==> src/rtl/imem_boot_ctrl_pkg.sv <==
// Shared types and constants for the instruction-memory boot sequencer.
package imem_boot_ctrl_pkg;

  localparam int unsigned INST_W     = 32;
  localparam int unsigned WORD_SHIFT = 2;

  typedef enum logic [2:0] {
    StIdle,
    StLoad,
    StFill,
    StHold,
    StRun
  } boot_state_e;

  function automatic logic [INST_W-1:0] word_to_byte(input logic [INST_W-1:0] word_idx);
    return word_idx << WORD_SHIFT;
  endfunction

endpackage

==> src/rtl/imem_addr_mux.sv <==
// Inst_mem address/write-enable select: loader owns the port while writing,
// otherwise the IFU fetch address passes straight through.
module imem_addr_mux
  import imem_boot_ctrl_pkg::*;
(
  input  logic              ld_wr_en,
  input  logic [INST_W-1:0] ld_addr,
  input  logic [INST_W-1:0] ifu_addr,
  output logic [INST_W-1:0] mem_addr,
  output logic              mem_wr_en
);

  always_comb begin
    mem_wr_en = ld_wr_en;
    mem_addr  = ld_wr_en ? ld_addr : ifu_addr;
  end

endmodule

==> src/rtl/imem_boot_ctrl.sv <==
// Boot sequencer: streams a program image into Inst_mem, optionally zero-fills
// the tail, then releases CPU reset after a short hold.
module imem_boot_ctrl
  import imem_boot_ctrl_pkg::*;
#(
  parameter int unsigned DEPTH       = 256,
  parameter int unsigned ZERO_FILL   = 1,
  parameter int unsigned RELEASE_DLY = 2
) (
  input  logic              clk,
  input  logic              rst,
  input  logic              load_start,
  input  logic              in_valid,
  input  logic [INST_W-1:0] in_data,
  input  logic              in_last,
  output logic              in_ready,
  input  logic [INST_W-1:0] ifu_addr,
  output logic [INST_W-1:0] mem_addr,
  output logic [INST_W-1:0] mem_wdata,
  output logic              mem_wr_en,
  output logic              cpu_rst_n,
  output logic              busy,
  output logic              done,
  output logic              err
);

  // One extra bit so the counter can sit at DEPTH without wrapping.
  localparam int unsigned WcntW = $clog2(DEPTH) + 1;

  boot_state_e       state_q, state_d;
  logic [WcntW-1:0]  wcnt_q, wcnt_d;
  logic [3:0]        dly_q, dly_d;
  logic              err_q, err_d;
  logic              done_q, done_d;
  logic              wr_en_q, wr_en_d;
  logic [INST_W-1:0] wr_addr_q, wr_addr_d;
  logic [INST_W-1:0] wr_data_q, wr_data_d;
  logic              xfer;
  logic              full;

  assign in_ready  = (state_q == StLoad);
  assign cpu_rst_n = (state_q == StRun);
  assign busy      = (state_q == StLoad) || (state_q == StFill) || (state_q == StHold);
  assign done      = done_q;
  assign err       = err_q;
  assign mem_wdata = wr_data_q;

  assign xfer = in_valid && in_ready;
  assign full = (wcnt_q == WcntW'(DEPTH));

  always_comb begin
    state_d   = state_q;
    wcnt_d    = wcnt_q;
    dly_d     = dly_q;
    err_d     = err_q;
    done_d    = 1'b0;
    wr_en_d   = 1'b0;
    wr_addr_d = wr_addr_q;
    wr_data_d = wr_data_q;

    unique case (state_q)
      StIdle, StRun: begin
        if (load_start) begin
          state_d = StLoad;
          wcnt_d  = '0;
          err_d   = 1'b0;
          dly_d   = '0;
        end
      end

      StLoad: begin
        if (xfer) begin
          if (full) begin
            err_d = 1'b1;
          end else begin
            wr_en_d   = 1'b1;
            wr_addr_d = word_to_byte(INST_W'(wcnt_q));
            wr_data_d = in_data;
            wcnt_d    = wcnt_q + WcntW'(1);
          end
          if (in_last) begin
            if (ZERO_FILL != 0 && (INST_W'(wcnt_q) + 32'd1 < DEPTH)) begin
              state_d = StFill;
            end else begin
              state_d = StHold;
            end
          end
        end
      end

      StFill: begin
        wr_en_d   = 1'b1;
        wr_addr_d = word_to_byte(INST_W'(wcnt_q));
        wr_data_d = '0;
        wcnt_d    = wcnt_q + WcntW'(1);
        if (INST_W'(wcnt_q) == DEPTH - 1) begin
          state_d = StHold;
        end
      end

      StHold: begin
        // The final write drains during the first HOLD cycle; count only after it.
        if (!wr_en_q) begin
          if (dly_q == 4'(RELEASE_DLY - 1)) begin
            state_d = StRun;
            dly_d   = '0;
            done_d  = 1'b1;
          end else begin
            dly_d = dly_q + 4'd1;
          end
        end
      end

      default: state_d = StIdle;
    endcase
  end

  always_ff @(posedge clk) begin
    if (rst) begin
      state_q   <= StIdle;
      wcnt_q    <= '0;
      dly_q     <= '0;
      err_q     <= 1'b0;
      done_q    <= 1'b0;
      wr_en_q   <= 1'b0;
      wr_addr_q <= '0;
      wr_data_q <= '0;
    end else begin
      state_q   <= state_d;
      wcnt_q    <= wcnt_d;
      dly_q     <= dly_d;
      err_q     <= err_d;
      done_q    <= done_d;
      wr_en_q   <= wr_en_d;
      wr_addr_q <= wr_addr_d;
      wr_data_q <= wr_data_d;
    end
  end

  imem_addr_mux u_addr_mux (
    .ld_wr_en  (wr_en_q),
    .ld_addr   (wr_addr_q),
    .ifu_addr  (ifu_addr),
    .mem_addr  (mem_addr),
    .mem_wr_en (mem_wr_en)
  );

endmodule

==> config.mk <==
export PLATFORM = sky130hd
export DESIGN_NAME = imem_boot_ctrl
export DESIGN_NICKNAME = d
export VERILOG_FILES = /design/src/rtl/imem_boot_ctrl_pkg.sv /design/src/rtl/imem_addr_mux.sv /design/src/rtl/imem_boot_ctrl.sv
export SDC_FILE = /design/constraint.sdc
export NUM_CORES = 1
export LEC_CHECK = 0
export CORE_ASPECT_RATIO = 0.9
export CORE_MARGIN = 2
export CORE_UTILIZATION = 44
export CTS_CLUSTER_SIZE = 40
export DETAILED_ROUTE_END_ITERATION = 7
export PLACE_DENSITY = 0.93
export SLEW_MARGIN = 30
export SYNTH_ARGS = -nofsm -noshare
export SYNTH_HDL_FRONTEND = slang
export SYNTH_SLANG_ARGS = --single-unit
==> constraint.sdc <==
create_clock -name clk -period 3.9 [get_ports clk]
set_clock_uncertainty 0.05 [all_clocks]
set_input_delay 0.78 -clock clk [delete_from_list [all_inputs] [get_ports clk]]
set_output_delay 0.78 -clock clk [all_outputs]
set_load 0.03 [all_outputs]
After elaboration in Yosys (flattened, before gate mapping) --
Index checks and enable logic that the tools add are counted.
Cells by class: $add $sub $neg 3, shift operators 0, $mul 0, div/mod/pow operators 0, bitwise logic cells 1, reduce and logical (&&, ||, !) cells 15, eq/ne operators 15, magnitude comparators 1, multiplexer cells 31
Operators with widths (count):
- 2-to-1 mux 32 bit | 5
- one-hot mux 32 bit (2 select lines) | 2
- 2-to-1 mux 9 bit | 3
- one-hot mux 9 bit (3 select lines) | 1
- 2-to-1 mux 3 bit | 6
- 2-to-1 mux 4 bit | 3
- one-hot mux 3 bit (4 select lines) | 1
- adder 9 x 1 -> 10 bit (second input constant) | 1
- less-than comparator 10 x 9 -> 1 bit (second input constant) | 1
- adder 9 x 1 -> 9 bit (second input constant) | 1
- equality test 9 x 8 -> 1 bit (second input constant) | 1
- equality test 9 bit (second input constant) | 1
- != test 2 x 1 -> 1 bit (second input constant) | 4
- != test 2 bit (second input constant) | 4
- one-hot mux 4 bit (2 select lines) | 1
- AND reduction 4 bit | 2
- 2-to-1 mux 1 bit | 7
- equality test 3 x 2 -> 1 bit (second input constant) | 2
- AND reduction 3 bit | 2
- AND reduction 6 bit | 1
- nonzero test 2 bit | 3
- adder 4 x 1 -> 4 bit (second input constant) | 1
- equality test 4 x 1 -> 1 bit (second input constant) | 1
- one-hot mux 1 bit (2 select lines) | 2
- 9 further kinds | 10
Storage, ports and cells: bits in read-only memories 0, flip-flop bits (word level) 83, input bits 69, bits in latches 0, memories kept 0, RAM bits 0, output and inout bits 70

Logic depth before layout (Yosys ltp) --
Gate-level depths: netlist (run 1).
word-level depth 6, depth in mapped cells 8, depth with buffers taken out 7

By module --
From an unflattened synthesis (run 1), not the netlist that was laid out.
Unflattened totals: cells, all modules 363, area total of the unflattened synthesis 3323.2 µm²
By module, submodules not included:
- imem_boot_ctrl | seq. area each 1201.2 µm², times used 1, area each 2771.4 µm², cells an instance 326
- imem_addr_mux | seq. area each 0.0 µm², times used 1, area each 551.8 µm², cells an instance 37

Worst setup path before layout (run 1) --
No wires, ideal clock.
kind register -> output, from register wr_en_q, to output port mem_addr[10], setup slack 1541 ps, cell stages (with the launch flop) 4, arrival time 1529 ps, required time 3070 ps, buffers on the path 2, path through dfxtp_1 -> clkbuf_1 -> clkbuf_1 -> mux2_2
Between the ends: word-level cells in the longest chain between the ends 1
RTL lines:
- start: declaration | RTL line imem_boot_ctrl.sv:35 | logic wr_en_q, wr_en_d;
- start signal: assignment | RTL line imem_boot_ctrl.sv:134 | wr_en_q <= wr_en_d;
- 2-to-1 mux 32 bit | RTL line imem_addr_mux.sv:15 | mem_addr = ld_wr_en ? ld_addr : ifu_addr;
- end: declaration | RTL line imem_boot_ctrl.sv:18 | output logic [INST_W-1:0] mem_addr,
Every way passes these cells.

Final worst setup path (run 1) --
from register wr_en_q, to output port mem_addr[2]
The elaborated chain is that of the path after synthesis.

==> results of run 1 <==
-- flip-flops by register name, indices dropped and copies added, names as in the netlist --
register   cells
wr_en_q        1
dly_q          4
wcnt_q         9
wr_addr_q      9
done           1
state_q        3
err            1
mem_wdata     32
-- stage by stage --
step,utilization,hold WS (ps),total power [mW]
finish,0.6875,411.0,2.407
global placement,0.6610,398.5,1.899
floorplan,-,390.3,1.528
detailed placement,0.6610,407.1,1.931
global route,0.6875,428.2,2.542
CTS,0.6868,414.5,2.420
-- cells by family (layout without fill, tap and decap cells) --
family	count (synthesis)	in the layout	synth area share
AO/OA/AOI/OAI	90	90	0.1802
buffers and inverters	40	164	0.06019
AND/OR/NAND/NOR	145	145	0.2883
flip-flops	60	60	0.4070
XOR/XNOR	3	3	0.008904
adder cells (fa/ha/maj)	5	5	0.02120
multiplexers	9	9	0.03434
-- cells in the final DEF, fill, tap and decap left out, types with 3 or more instances in the layout --
master / n
nor2_1: 10
and2_1: 3
ha_1: 5
a211oi_1: 3
dfxtp_1: 60
a21o_1: 3
nor3b_2: 3
clkbuf_8: 11
o31ai_1: 4
o21ai_0: 14
and4_1: 3
clkdlybuf4s50_1: 137
nand3_1: 78
and3_1: 3
nor2b_1: 23
mux2_2: 9
inv_1: 6
a31oi_1: 4
or4_1: 4
a21boi_1: 4
a21oi_1: 47
buf_4: 5
nor3b_1: 4
-- worst min path at each step --
| stage | to | slack (ps) | startpoint |
|---|---|---|---|
| global route | mem_wdata[30]$_SDFFE_PP0P_ | 430 | mem_wdata[30]$_SDFFE_PP0P_ |
| global placement | mem_wdata[22]$_SDFFE_PP0P_ | 400 | mem_wdata[22]$_SDFFE_PP0P_ |
| floorplan | wr_addr_q[10]$_SDFFE_PP0P_ | 390 | wr_addr_q[10]$_SDFFE_PP0P_ |
| CTS | mem_wdata[30]$_SDFFE_PP0P_ | 410 | mem_wdata[30]$_SDFFE_PP0P_ |
| finish | mem_wdata[27]$_SDFFE_PP0P_ | 410 | mem_wdata[27]$_SDFFE_PP0P_ |
| detailed placement | mem_wdata[30]$_SDFFE_PP0P_ | 410 | mem_wdata[30]$_SDFFE_PP0P_ |
-- layer usage --
metal,routed length [µm],up-vias,track usage
met5,0,-,0
met2,4219,123,0.4075
li1,-,1507,-
met4,136,0,0.08308
met3,616,16,0.07523
met1,3715,1426,0.2691
-- layout make-up --
type	instances	area share
Multi-Input combinational cell	252	0.3519
Timing Repair Buffer	143	0.3139
Sequential cell	60	0.2667
Clock buffer	13	0.03528
Tap cell	90	0.02500
Inverter	6	0.005000
Clock inverter	2	0.002222
-- power breakdown --
group	leakage, nW	total [mW]	internal [mW]	switching, mW
logic	0.983	1.13	0.465	0.667
registers	0.486	0.790	0.690	0.0997
clock network	0.0893	0.485	0.260	0.225
total	1.56	2.41	1.42	0.992
-- cell usage after synthesis (2+ instances only) --
cell      count  area [µm²]
clkbuf_1     19       71.32
o21a_1        2       15.01
and2_1        3       18.77
mux2_2        9       101.4
and3_1        3       18.77
or2_2         2       12.51
nor3b_2       3       37.54
or4_1         4       30.03
o21ai_0      14       70.07
nor3_1        2       10.01
a21oi_1      47       235.2
a311oi_1      2       17.52
nor2_1       10       37.54
o31ai_1       4       30.03
dfxtp_1      60        1201
a21o_1        3       22.52
nand3_1      78       390.4
buf_2        13       65.06
inv_1         6       22.52
ha_1          5       62.56
o21bai_1      2       15.01
and4_1        3       26.28
xor2_1        2       17.52
a31oi_1       4       25.02
a211oi_1      3       22.52
a21boi_1      4       30.03
nor2b_1      23       143.9
nor3b_1       4       30.03
nor4b_2       2       30.03
-- worst max-delay path, cell delays in order, from the launching register on --
cell,delay [ps]
dfxtp_1,890
mux2_2,410
clkdlybuf4s50_1,630
==> results_dict.tcl, run 1 <==
set metrics [dict create \
    status "finished, final reports clean" \
    synth-seq-cells 60 \
    min_period_over_period 0.7943 \
    drtIter0Drc 281 \
    syn_area_um2 2952 \
    clkLatencyLatePin_ps 330 \
    slew_violations 0 \
    place_area_um2 4330 \
    crit_fanout 20 \
    crit_end "mem_addr[2]" \
    fin_crit_ps 3098 \
    yosys_most_used_dff "dfxtp_1" \
    route.detailed.drc 0 \
    p_leak_nw 1.559 \
    post_cts_buffers 0 \
    clkTransAtPathRegs_ps 60 \
    crit_path_end_kind "output pin" \
    power_density_nw_per_um2 534.4 \
    ys_seq_area_frac 0.4070 \
    finalNonFillerCells 566 \
    dr.pass1.iters 4 \
    antenna_left 0 \
    synthDistinctLibCells 45 \
    ctsResizeCount 0 \
    grt_overflow 0 \
    tns_ps 0 \
    routedWlPerCell_um 15.35 \
    final-hold-violation-count 0 \
    clock_path_buffers 2 \
    synth_area_per_cell_um2 8.385 \
    maxSlewHeadroom 0.4065 \
    synthArstFlopShare 0 \
    drt_wl_total_um 8688 \
    place_inst 551 \
    dp_hpwl_um 6121 \
    root_buffer "clkbuf_8" \
    cts_tree "yes" \
    worst_slew_pin_slew_ps 890.2 \
    startpoint "wr_en_q$_SDFF_PP0_" \
    ys.warnings.count 0 \
    cp-start-kind "flop" \
    syn_to_final_growth_pct 52.61 \
    layout_setup_ws_ps 802.0 \
    crit_type "flop to output pin" \
    setup-violations-final 0 \
    place.gp.congestion 0.8363 \
    hold_buffers 0 \
    grt_pass1_vias 2848 \
    die_h_um 81.70 \
    core_area_um2 6551 \
    dpl_worst_slack_ps 990.5 \
    chipWidth_um 90.34 \
    rsz0062_at_grt "false" \
    nNetsFinal 546 \
    fillers 510 \
    arrival_ps 2270 \
    holdPathStages 2 \
    syn-num-nets 426 \
    r2r_end "mem_wdata[3]$_SDFFE_PP0P_" \
    io_pins 139 \
    syn-instance-count 352 \
    antenna_found_initial 0 \
    synth_edf_count 0 \
    maxCapViolCount 0 \
    hold_class "flop to flop" \
    rr_worst_depth 6 \
    port_buffers 138 \
    r2r-start "wcnt_q[0]$_SDFFE_PP0P_" \
    die_area_um2 7380 \
    reg2reg_slack_ps 1550 \
    grt_max_degree 77 \
    std_cell_rows 28 \
    critPathRequiredTime_ps 3070 \
    max-vdd-ir-drop_uv 430.2 \
    htree_levels 3 \
    start_util 0.4505 \
    fin_area_um2 4504 \
    vias 3072 \
    grt_pass1_wl_um 13660 \
    cts_sinks 60 \
    grt.total_usage 0.2315 \
    final_layout_size_suffix_gt1_frac 0.08403 \
    cts_buffers 9 \
    viasPerCell 5.428 \
    seq_area_um2 1201 \
    num_antenna_cells 0 \
    fmax_ghz 0.3228 \
    multi_input_area_um2 1585 \
]
No activity file was read; power rests on OpenSTA's default activity.
==> run 2: changes to the inputs <==
--- a/config.mk
+++ b/config.mk
@@ -7,10 +7,10 @@
 export LEC_CHECK = 0
 export CORE_ASPECT_RATIO = 0.9
 export CORE_MARGIN = 2
-export CORE_UTILIZATION = 44
+export CORE_UTILIZATION = 37
 export CTS_CLUSTER_SIZE = 40
 export DETAILED_ROUTE_END_ITERATION = 7
-export PLACE_DENSITY = 0.93
+export PLACE_DENSITY = 0.84
 export SLEW_MARGIN = 30
 export SYNTH_ARGS = -nofsm -noshare
 export SYNTH_HDL_FRONTEND = slang
==> constraint.sdc (replaced) <==
create_clock -name clk -period 2.75 [get_ports clk]
set_clock_uncertainty 0.05 [all_clocks]
set_input_delay 0.55 -clock clk [delete_from_list [all_inputs] [get_ports clk]]
set_output_delay 0.55 -clock clk [all_outputs]
set_load 0.03 [all_outputs]
==> run 2 against run 1 <==
Sequential cell count is the same. First-iteration DRC count down 36%. Combinational power rose by 48%. Sequential power up 41%. Via count fell by 0.23%. Total power rose by 49%. Critical path type unchanged. Largest power group unchanged.
==> results_dict.tcl, run 2 (synthesis results as in run 1) <==
set metrics [dict create \
    route.detailed.drc 0 \
    hold_class "flop to flop" \
    r2r_end "wr_addr_q[7]$_SDFFE_PP0P_" \
    utilization 0.6015 \
    holdCritStartpoint "wr_addr_q[6]$_SDFFE_PP0P_" \
    num_antenna_cells 0 \
    layout_common_cells "clkdlybuf4s50_1 (137), nand3_1 (78), dfxtp_1 (59)" \
    nNetsFinal 550 \
    largest_reg_flops 32 \
    slowest_stage "clkdlybuf4s50_1" \
    drtIter0Drc 181 \
    place.gp.congestion 0.8778 \
    io_pins 139 \
    grt_max_degree 46 \
    antenna_found_initial 0 \
    rsz0062_at_grt "false" \
    maxSlewHeadroom 0.5457 \
    final_common_cell "clkdlybuf4s50_1" \
    cts_tree "yes" \
    crit_type "flop to output pin" \
    path_cells "nor3b_2 > clkdlybuf4s50_1" \
    tns_ps 0 \
    reg2reg_slack_ps 610 \
    vias 3065 \
    root_buffer "clkbuf_8" \
    die_area_um2 8708 \
    core_area_um2 7657 \
    grt_overflow 0 \
    rr_worst_depth 7 \
    min_period_over_period 0.9511 \
    min_to "wr_addr_q[6]$_SDFFE_PP0P_" \
    fmax_ghz 0.3823 \
    grt.total_usage 0.1980 \
    std_cell_rows 30 \
    crit_fanout 17 \
    holdPathStages 2 \
    dp_hpwl_um 6236 \
    arrival_ps 2020 \
    status "finished, final reports clean" \
    crit_path_end_kind "output pin" \
    post_cts_buffers 0 \
    worst_slew_pin_slew_ps 681.5 \
    p_leak_nw 1.595 \
    htree_levels 3 \
    port_buffers 138 \
    final_layout_size_suffix_gt1_frac 0.09771 \
    clkLatencyLatePin_ps 340 \
    fin_crit_ps 2616 \
    start_util 0.3855 \
    maxCapViolCount 0 \
    routedWlPerCell_um 15.25 \
    max_stage_delay_ps 720 \
    dr.pass1.iters 4 \
    syn_to_final_growth_pct 56.04 \
    critPathRequiredTime_ps 2150 \
    clock_path_buffers 2 \
    max-vdd-ir-drop_uv 467.7 \
    cp-start-kind "flop" \
    clkTransAtPathRegs_ps 70 \
    setup-violations-final 0 \
    grt_pass1_wl_um 13900 \
    antenna_left 0 \
    cts_sinks 60 \
    grt_pass1_vias 2857 \
    power_density_nw_per_um2 778.5 \
    drt_wl_total_um 8800 \
    fillers 668 \
    cts_buffers 9 \
    chipWidth_um 98.15 \
    viasPerCell 5.312 \
    r2r-start "wcnt_q[0]$_SDFFE_PP0P_" \
    slew_violations 0 \
    die_h_um 88.73 \
    final-hold-violation-count 0 \
]
run 2: changes by cell type in the layout (fill, tap and decap cells not counted), sizes merged:
cell      change
bufinv        +1
clkinv        -1
buf           +4
clkbuf        -4
clkinvlp      +3
inv           +2
run 2: worst max-delay path by stage:
stage | startpoint | cells after the start | end | slack (ps)
finish | state_q[0]$_SDFFE_PP0P_ | 2 | in_ready | 130
global route | state_q[0]$_SDFFE_PP0P_ | 2 | in_ready | 40
CTS | wr_en_q$_SDFF_PP0_ | 2 | mem_addr[3] | 20
detailed placement | ifu_addr[3] | 3 | mem_addr[3] | 260
global placement | ifu_addr[3] | 3 | mem_addr[3] | 270
floorplan | wr_en_q$_SDFF_PP0_ | 3 | mem_addr[10] | 620
run 2: cell type report:
type / instances / area, µm² / area share
clock buffer: 9 / 123.9 / 0.02689
timing repair buffer: 147 / 1481 / 0.3217
inverter: 6 / 22.52 / 0.004890
sequential: 60 / 1202 / 0.2611
clock inverter: 7 / 75.07 / 0.01630
multi-input combinational: 252 / 1580 / 0.3431
tap: 96 / 120.1 / 0.02608
run 2: power by group:
group | leakage, nW | internal (mW) | switching, mW
clock network | 0.0923 | 0.422 | 0.380
registers | 0.487 | 0.979 | 0.131
logic | 1.02 | 0.717 | 0.957
total | 1.60 | 2.12 | 1.47
run 2: worst max-delay path: cells and delay by family, from the launching register on:
family / cells / cell delay (ps)
buf+inv: 1 / 720
flops: 1 / 640
simple gates: 1 / 320
run 2: stage by stage:
stage | cell area (µm²) | instances | total power, mW | setup WS (ps) | hold WS (ps)
finish | 4606 | 577 | 3.586 | 134.5 | 410.6
global route | 4606 | 577 | 3.794 | 38.08 | 431.6
CTS | 4604 | 577 | 3.619 | 17.77 | 414.7
detailed placement | 4405 | 561 | 2.806 | 259.4 | 405.5
global placement | 4405 | 561 | 2.769 | 267.1 | 397.9
floorplan | 2952 | 352 | 2.167 | 620.7 | 390.3
run 2: repair_timing:
action                                  4_1_cts  5_1_grt
endpoints found under the setup margin        0        3
gates resized for setup                       0        1
hold buffers                                  0        0
run 2: metal layers:
layer	part of all wire	track usage
met5	0	0
met4	0.013	0.06227
met2	0.49	0.3356
met1	0.41	0.2453
met3	0.082	0.06082
